==> src/rtl/xbar_pkg.sv <==
// rtl/xbar_pkg.sv - shared constants and types for the NxM round-robin crossbar
package xbar_pkg;

    localparam logic CMD_READ  = 1'b0;
    localparam logic CMD_WRITE = 1'b1;

    localparam int XBAR_AW = 32;
    localparam int XBAR_DW = 32;

    typedef enum logic {
        ARB_IDLE,
        ARB_HOLD
    } arb_state_t;

endpackage

==> src/rtl/xbar_rr_arbiter.sv <==
// rtl/xbar_rr_arbiter.sv - per-slave round-robin arbiter, grant held until ack
module xbar_rr_arbiter
    import xbar_pkg::*;
#(
    parameter int N_MASTERS = 4,
    parameter int MW        = $clog2(N_MASTERS)
) (
    input  logic                 clk,
    input  logic                 reset_n,
    input  logic [N_MASTERS-1:0] req,
    input  logic                 ack,
    output logic [MW-1:0]        gnt_idx,
    output logic                 gnt_vld
);

    arb_state_t             state_q, state_d;
    logic [MW-1:0]          ptr_q, ptr_d;
    logic [MW-1:0]          own_q, own_d;
    logic [2*N_MASTERS-1:0] req_rot;
    logic [MW:0]            rr_sum;
    logic [MW-1:0]          rr_idx;
    logic                   rr_hit;

    function automatic logic [MW-1:0] inc_mod(input logic [MW-1:0] v);
        if (v == MW'(N_MASTERS - 1)) return '0;
        return v + 1'b1;
    endfunction

    // Rotate requests so bit 0 is the pointer position; lowest set bit wins.
    always_comb begin
        req_rot = {req, req} >> ptr_q;
        rr_hit  = 1'b0;
        rr_sum  = '0;
        for (int k = N_MASTERS - 1; k >= 0; k--) begin
            if (req_rot[k]) begin
                rr_hit = 1'b1;
                rr_sum = {1'b0, ptr_q} + (MW+1)'(k);
            end
        end
        if (rr_sum >= (MW+1)'(N_MASTERS)) rr_sum = rr_sum - (MW+1)'(N_MASTERS);
        rr_idx = rr_sum[MW-1:0];
    end

    always_comb begin
        state_d = state_q;
        ptr_d   = ptr_q;
        own_d   = own_q;
        gnt_idx = '0;
        gnt_vld = 1'b0;
        case (state_q)
            ARB_IDLE: begin
                if (rr_hit) begin
                    gnt_idx = rr_idx;
                    gnt_vld = 1'b1;
                    if (ack) begin
                        ptr_d = inc_mod(rr_idx);
                    end else begin
                        state_d = ARB_HOLD;
                        own_d   = rr_idx;
                    end
                end
            end
            ARB_HOLD: begin
                // Owner abandoning its request releases the slave without moving the pointer.
                if (!req[own_q]) begin
                    state_d = ARB_IDLE;
                end else begin
                    gnt_idx = own_q;
                    gnt_vld = 1'b1;
                    if (ack) begin
                        state_d = ARB_IDLE;
                        ptr_d   = inc_mod(own_q);
                    end
                end
            end
            default: state_d = ARB_IDLE;
        endcase
        if (!reset_n) begin
            gnt_idx = '0;
            gnt_vld = 1'b0;
        end
    end

    always_ff @(posedge clk or negedge reset_n) begin
        if (!reset_n) begin
            state_q <= ARB_IDLE;
            ptr_q   <= '0;
            own_q   <= '0;
        end else begin
            state_q <= state_d;
            ptr_q   <= ptr_d;
            own_q   <= own_d;
        end
    end

endmodule

==> src/rtl/xbar_rr_nxm.sv <==
// rtl/xbar_rr_nxm.sv - parametrised N-master x M-slave crossbar with read return routing
module xbar_rr_nxm
    import xbar_pkg::*;
#(
    parameter int N_MASTERS = 4,
    parameter int N_SLAVES  = 4,
    parameter int AW        = XBAR_AW,
    parameter int DW        = XBAR_DW,
    parameter int SEL_LSB   = AW - $clog2(N_SLAVES)
) (
    input  logic                    clk,
    input  logic                    reset_n,
    input  logic [N_MASTERS-1:0]    m_req,
    input  logic [N_MASTERS*AW-1:0] m_addr,
    input  logic [N_MASTERS-1:0]    m_cmd,
    input  logic [N_MASTERS*DW-1:0] m_wdata,
    output logic [N_MASTERS-1:0]    m_ack,
    output logic [N_MASTERS*DW-1:0] m_rdata,
    output logic [N_MASTERS-1:0]    m_rvalid,
    output logic [N_SLAVES-1:0]     s_req,
    output logic [N_SLAVES*AW-1:0]  s_addr,
    output logic [N_SLAVES-1:0]     s_cmd,
    output logic [N_SLAVES*DW-1:0]  s_wdata,
    input  logic [N_SLAVES-1:0]     s_ack,
    input  logic [N_SLAVES*DW-1:0]  s_rdata
);

    localparam int MW = $clog2(N_MASTERS);
    localparam int SW = $clog2(N_SLAVES);

    logic [N_SLAVES-1:0][N_MASTERS-1:0] cand;
    logic [N_SLAVES-1:0][MW-1:0]        gnt_idx;
    logic [N_SLAVES-1:0]                gnt_vld;
    logic [N_MASTERS-1:0]               ret_v_q, ret_v_d;
    logic [N_MASTERS-1:0][SW-1:0]       ret_s_q, ret_s_d;

    always_comb begin
        cand = '0;
        for (int j = 0; j < N_SLAVES; j++) begin
            for (int i = 0; i < N_MASTERS; i++) begin
                if (m_req[i] && (m_addr[i*AW+SEL_LSB +: SW] == SW'(j))) cand[j][i] = 1'b1;
            end
        end
    end

    for (genvar j = 0; j < N_SLAVES; j++) begin : g_arb
        xbar_rr_arbiter #(
            .N_MASTERS (N_MASTERS),
            .MW        (MW)
        ) u_arb (
            .clk     (clk),
            .reset_n (reset_n),
            .req     (cand[j]),
            .ack     (s_ack[j]),
            .gnt_idx (gnt_idx[j]),
            .gnt_vld (gnt_vld[j])
        );
    end

    always_comb begin
        s_req   = gnt_vld;
        s_addr  = '0;
        s_cmd   = '0;
        s_wdata = '0;
        m_ack   = '0;
        ret_v_d = '0;
        ret_s_d = '0;
        for (int j = 0; j < N_SLAVES; j++) begin
            for (int i = 0; i < N_MASTERS; i++) begin
                if (gnt_vld[j] && (gnt_idx[j] == MW'(i))) begin
                    s_addr[j*AW +: AW]  = m_addr[i*AW +: AW];
                    s_cmd[j]            = m_cmd[i];
                    s_wdata[j*DW +: DW] = m_wdata[i*DW +: DW];
                    if (s_ack[j]) begin
                        m_ack[i]   = 1'b1;
                        ret_v_d[i] = (m_cmd[i] == CMD_READ);
                        ret_s_d[i] = SW'(j);
                    end
                end
            end
        end
    end

    always_ff @(posedge clk or negedge reset_n) begin
        if (!reset_n) begin
            ret_v_q <= '0;
            ret_s_q <= '0;
        end else begin
            ret_v_q <= ret_v_d;
            ret_s_q <= ret_s_d;
        end
    end

    // Slave read data lands one cycle after its ack; steer it to the master that was acked.
    always_comb begin
        m_rdata = '0;
        for (int i = 0; i < N_MASTERS; i++) begin
            for (int j = 0; j < N_SLAVES; j++) begin
                if (ret_v_q[i] && (ret_s_q[i] == SW'(j))) m_rdata[i*DW +: DW] = s_rdata[j*DW +: DW];
            end
        end
    end

    assign m_rvalid = ret_v_q;

endmodule

==> config.mk <==
export PLATFORM = sky130hd
export DESIGN_NAME = xbar_rr_nxm
export DESIGN_NICKNAME = d
export VERILOG_FILES = /design/src/rtl/xbar_pkg.sv /design/src/rtl/xbar_rr_arbiter.sv /design/src/rtl/xbar_rr_nxm.sv
export SDC_FILE = /design/constraint.sdc
export NUM_CORES = 1
export LEC_CHECK = 0
export CORE_AREA = 2 2 309 311
export CTS_CLUSTER_SIZE = 24
export DETAILED_ROUTE_END_ITERATION = 7
export DIE_AREA = 0 0 311 313
export PLACE_DENSITY = 0.49
export SYNTH_ARGS = -nofsm -noshare
export SYNTH_HDL_FRONTEND = slang
export SYNTH_SLANG_ARGS = --single-unit
export TNS_END_PERCENT = 30
==> constraint.sdc <==
create_clock -name clk -period 4.35 [get_ports clk]
set_input_delay 0.87 -clock clk [delete_from_list [all_inputs] [get_ports clk]]
set_output_delay 0.87 -clock clk [all_outputs]
set_load 0.005 [all_outputs]
-- Yosys cells after proc, flatten, opt, wreduce, memory -nomap -nowiden
Index checks and enable logic that the tools add are counted.
- output and inout port bits: 400
- register bits after elaboration: 32
- bits of input ports: 398
- logic and storage cells: 515
- order comparisons: 8
- shift operators: 4
- mux-type cells: 322
- add/sub/neg operators: 24
- bitwise gates (word level): 12
- eq/ne operators: 60
- reductions and logical operators: 68
- operators with widths (kind ; count):
    $mux W32 ; 48
    $mux W1 ; 171
    $mux W2 ; 67
    $eq A2 B2 Y1 const B ; 32
    $logic_and A1 B1 Y1 ; 48
    $mux W3 ; 16
    $pmux W2 S2 ; 8
    $shr A8 B2 Y4 ; 4
    $add A2 B2 Y3 const B ; 8
    $eq A2 B1 Y1 const B ; 12
    $logic_not A2 Y1 ; 12
    $ne A2 B2 Y1 const B ; 12
    $add A2 B1 Y2 const B ; 8
    $pmux W1 S2 ; 8
    $reduce_and A4 Y1 ; 4
    $add A2 B1 Y3 const B ; 4
    $ge A3 B3 Y1 const B ; 4
    $lt A2 B3 Y1 const B ; 4
    $not A1 Y1 ; 12
    $reduce_and A3 Y1 ; 4
    $bmux W1 S2 ; 4
    $ne A2 B1 Y1 const B ; 4
    $sub A2 B1 Y2 const B ; 4

-- Depth between registers and ports, before layout
- depth in word-level cells: 22
- mapped depth: 10
- gate-level depth less buffers: 6

-- By module
Synthesis repeated with hierarchy kept, for this count alone.
- cell total of the unflattened synthesis: 1146
- area, all modules: 14321.2 um^2
- by module, submodules not included (module ; area an instance (um^2) ; cells an instance ; times used):
    xbar_rr_nxm ; 12618.4 ; 976 ; 1
    xbar_rr_arbiter at g_arb[0].u_arb ... ; 425.4 ; 42 ; 3
    xbar_rr_arbiter at g_arb[3].u_arb ; 426.7 ; 44 ; 1

-- Worst setup path before layout
No wires, ideal clock.
- path kind: in2out
- start: in m_addr[126]
- end: out s_addr[64]
- required time: 3.480 ns
- setup slack: 0.533 ns
- stages on the path: 8
- arrival time: 2.947 ns
- cells stage by stage: nand3b_1 -> nor2b_1 -> o21ai_0 -> a31o_2 -> buf_2 -> buf_4 -> mux4_2 -> and2_1
- cells in the longest elaborated chain, start to end: 19
- ends and longest elaborated chain (what ; line ; RTL):
    from (decl) ; xbar_rr_nxm.sv:14 ; input logic [N_MASTERS*AW-1:0] m_addr,
    $eq A2 B2 Y1 * ; xbar_rr_nxm.sv:41 ; if (m_req[i] && (m_addr[i*AW+SEL_LSB +: SW] == SW'(j))) cand[j][i] = 1'b1;
    $logic_and A1 B1 Y1 * ; xbar_rr_nxm.sv:41 ;
    $mux W1 * ; xbar_rr_nxm.sv:41 ;
    $shr A8 B2 Y4 ; xbar_rr_arbiter.sv:31 ; req_rot = {req, req} >> ptr_q;
    $mux W3 (4 in series) ; xbar_rr_arbiter.sv:35 ; if (req_rot[k]) begin
    $ge A3 B3 Y1 or $sub A2 B1 Y2 (tied branches) ; xbar_rr_arbiter.sv:40 ; if (rr_sum >= (MW+1)'(N_MASTERS)) rr_sum = rr_sum - (MW+1)'(N_MASTERS);
    $mux W2 ; xbar_rr_arbiter.sv:40 ;
    $mux W2 ; xbar_rr_arbiter.sv:52 ; if (rr_hit) begin
    $pmux W2 S2 ; xbar_rr_arbiter.sv:50 ; case (state_q)
    $mux W2 ; xbar_rr_arbiter.sv:78 ; if (!reset_n) begin
    $logic_not A2 Y1 ; xbar_rr_nxm.sv:70 ; if (gnt_vld[j] && (gnt_idx[j] == MW'(i))) begin
    $logic_and A1 B1 Y1 ; xbar_rr_nxm.sv:70 ;
    $mux W32 (3 in series) ; xbar_rr_nxm.sv:70 ;
    $mux W32 * ; xbar_rr_nxm.sv:70 ;
    to (decl) ; xbar_rr_nxm.sv:21 ; output logic [N_SLAVES*AW-1:0] s_addr,
Every way passes the cells marked *; elsewhere a longest branch is shown, timed or not. The select of a mux whose other input is x is not followed.

-- Worst setup path after layout
- start: in m_addr[31]
- end: out s_addr[110]
Same word-level chain as after synthesis.

==> impl_metrics.toml <==
[sta]
tightest_slew_ns = 1.04
fin_setup_tns_ns = -0.118
timing.final.ws_setup_ns = -0.0372
relSlewSlack_pct = 30.4
fmaxAchievable_mhz = 228
timing.final.crit_share_pct = 101
rsz0062_at_grt = "true"
hold_viol_final = 0
skew_ns = 0.00572
period_minus_slack_ns = 4.39
setup_viol = 8
slew_viol_final = 0

[layout]
drive_gt1_share_pct = 36.1
fin_area_um2 = 27700
nFillCells = 10100
final_nets = 3034
layout_commonest_cell = "clkdlybuf4s50_1"
stdcell_count = 3921
area_delta_synth_final_pct = 102
final_cell_mix = "clkdlybuf4s50_1 (525), buf_4 (265), mux4_2 (194)"

[power_and_ir_drop]
ir_worst_vdd_mv = 0.175
p_per_area_nw_per_um2 = 173
power.leakage_uw = 0.0115

[die]
rows = 113
start_util_pct = 14.5
design.core.area_um2 = 94200
die_height_um = 313
io_pins = 798
die_x_um = 311
die_area_um2 = 97300

[synth]
synthArstFlopShare_pct = 100
syn-cell-area_um2 = 13700
synth-edff-count = 0
synth.distinct_cells = 75
synth.yosys.seq_area_share_pct = 5.85
synthFlopType = "dfrtp_1"
synth-seq-cells = 32
synth_top_cell_area_share_pct = 31.9
syn-mean-instance-area_um2 = 8.52
yosysTopAreaCell = "mux4_2"
synthTopCellsByArea = "mux4_2 (32%), and2_1 (9.0%), dfrtp_1 (5.9%)"
ys_warn_count = 0
syn_inst = 1606

[global_route]
grt_pass1_vias = 19400
grtUsageMet2_pct = 38.9
grt_overflow_total = 0
grt.total_usage_pct = 22.1
grt_max_degree = 44
antenna_found_initial = 33
grt_pass1_wl_um = 156000
grtUsageMet1_pct = 26.4
use_met3_pct = 4.29
top_usage_layer = "met2"

[worst_setup_path]
reg2reg_depth = 9
cp-end-kind = "output port"
worstSetupStartpointType = "primary input"
critical_path.endpoint = "s_addr[110]"
path_class = "in2out"
critPathArrivalTime_ns = 3.52
reg2reg_to = "m_rvalid[2]$_DFF_PN0_"
cp.required_ns = 3.48
r2r_slack_ns = 1.38
r2r_start = "g_arb[0].u_arb.ptr_q[1]$_DFFE_PN0P_"
startpoint = "m_addr[31]"
crit_fanout = 8

[placed_design]
hpwl_um = 86400
placedCellCount = 3749
dpl_cell_area_um2 = 25200
pre_cts_slack_ns = -0.984
port_buffers = 793
gp_congestion = 0.920

[clock_tree]
cts-htree-levels = 2
cts-root-buf = "clkbuf_16"
clock_path_buffers = 2
cts_tree = "done"
path_clk_slew_ns = 0.06
insertion_delay_ns = 0.29
hold_buffers = 0
cts_buffers = 5
cts.sinks = 32

[status]
violations = "negative setup slack"
status = "finished, violations left"

[route]
drtIter0Drc = 1823
ant_nets = 0
routed_wl_um = 114000
drc_errors = 0
wl_per_cell_um = 29.0
viasPerCell = 5.04
first_pass_iters = 5
vias = 19800

[worst_hold_path]
hold_class = "reg2reg"

[job]
max_cap_viol_count = 0
power breakdown:
group | internal [µW] | switching (µW)
clock | 302 | 151
combinational | 2110 | 1720
sequential | 350 | 141
flip-flops by register name (all words and copies together) (netlist names):
signal / count
ret_s_q: 8
g_arb.u_arb.state_q: 4
g_arb.u_arb.ptr_q: 8
g_arb.u_arb.own_q: 8
m_rvalid: 4
critical path, cell delays in order:
cell and delay [ns]:
buf_8 0.10, buf_6 0.12, buf_6 0.11, and4b_1 0.20, a22o_4 0.23, or4_4 0.55, a21oi_4 0.19, buf_12 0.12
buf_12 0.11, nand2b_4 0.07, buf_12 0.16, buf_16 0.16, buf_12 0.13, o221a_4 0.25, buf_6 0.13
routing by layer:
metal / vias up / routed length (µm)
met2: 1151 / 56700
met5: - / 92
li1: 8465 / -
met1: 9962 / 44000
met4: 14 / 4470
met3: 165 / 8600
Yosys cell counts, drive strengths merged, types with 65 or more instances:
library cell  count
a21oi            72
and2            198
buf              85
clkbuf          101
inv              75
mux2i            67
mux4            194
nand2            92
nand3            76
nor2            137
o21ai            85
o22ai            65
layout make-up:
class                      instances  area (µm²)  share of cell area (%)
sequential                        32         811                    2.93
clock buffer                       7         153                   0.552
tap                             1265        1580                    5.72
multi-input combinational       1316       12500                    45.1
inverter                          75         287                    1.04
antenna                           20        50.0                   0.181
timing repair buffer            1205       12300                    44.4
clock inverter                     1        30.0                   0.109
how the worst min path moves through the flow:
stage	from	to	cells after the start	slack, ns
floorplan	g_arb[3].u_arb.ptr_q[0]$_DFFE_PN0P_	g_arb[3].u_arb.ptr_q[0]$_DFFE_PN0P_	1	0.48
global placement	g_arb[3].u_arb.ptr_q[1]$_DFFE_PN0P_	g_arb[3].u_arb.ptr_q[1]$_DFFE_PN0P_	2	0.55
detailed placement	g_arb[3].u_arb.ptr_q[1]$_DFFE_PN0P_	g_arb[3].u_arb.ptr_q[1]$_DFFE_PN0P_	2	0.55
CTS	g_arb[3].u_arb.ptr_q[1]$_DFFE_PN0P_	g_arb[3].u_arb.ptr_q[1]$_DFFE_PN0P_	2	0.56
global route	g_arb[1].u_arb.ptr_q[0]$_DFFE_PN0P_	g_arb[1].u_arb.ptr_q[0]$_DFFE_PN0P_	2	0.62
finish	g_arb[3].u_arb.ptr_q[1]$_DFFE_PN0P_	g_arb[3].u_arb.ptr_q[1]$_DFFE_PN0P_	2	0.57
stage by stage:
step | util (%) | hold WS (ns) | total power (µW)
after floorplan | - | 0.483 | 1890
after global placement | 26.7 | 0.548 | 3950
after detailed placement | 26.7 | 0.552 | 3950
after CTS | 28.5 | 0.565 | 4610
after global routing | 29.4 | 0.618 | 5020
final | 29.4 | 0.570 | 4780
timing repair:
item | CTS | global route
pin swaps | 39 | 32
setup endpoints to repair | 259 | 239
buffers inserted | 70 | 53
cloned | 21 | 4
resized for setup | 634 | 266
logic make-up (layout without fill, tap and decap cells):
kind of cell	count (synthesis)	after routing	synth area share, %
flops	32	32	5.85
simple gates	577	577	22.2
fa+ha+maj	1	1	0.0914
compound gates	461	461	25.8
buf+inv	261	1288	8.27
mux	267	267	37.3
xor+xnor	6	6	0.384
other cells	1	24	0.0274
Power figures use the tool's default switching activity.
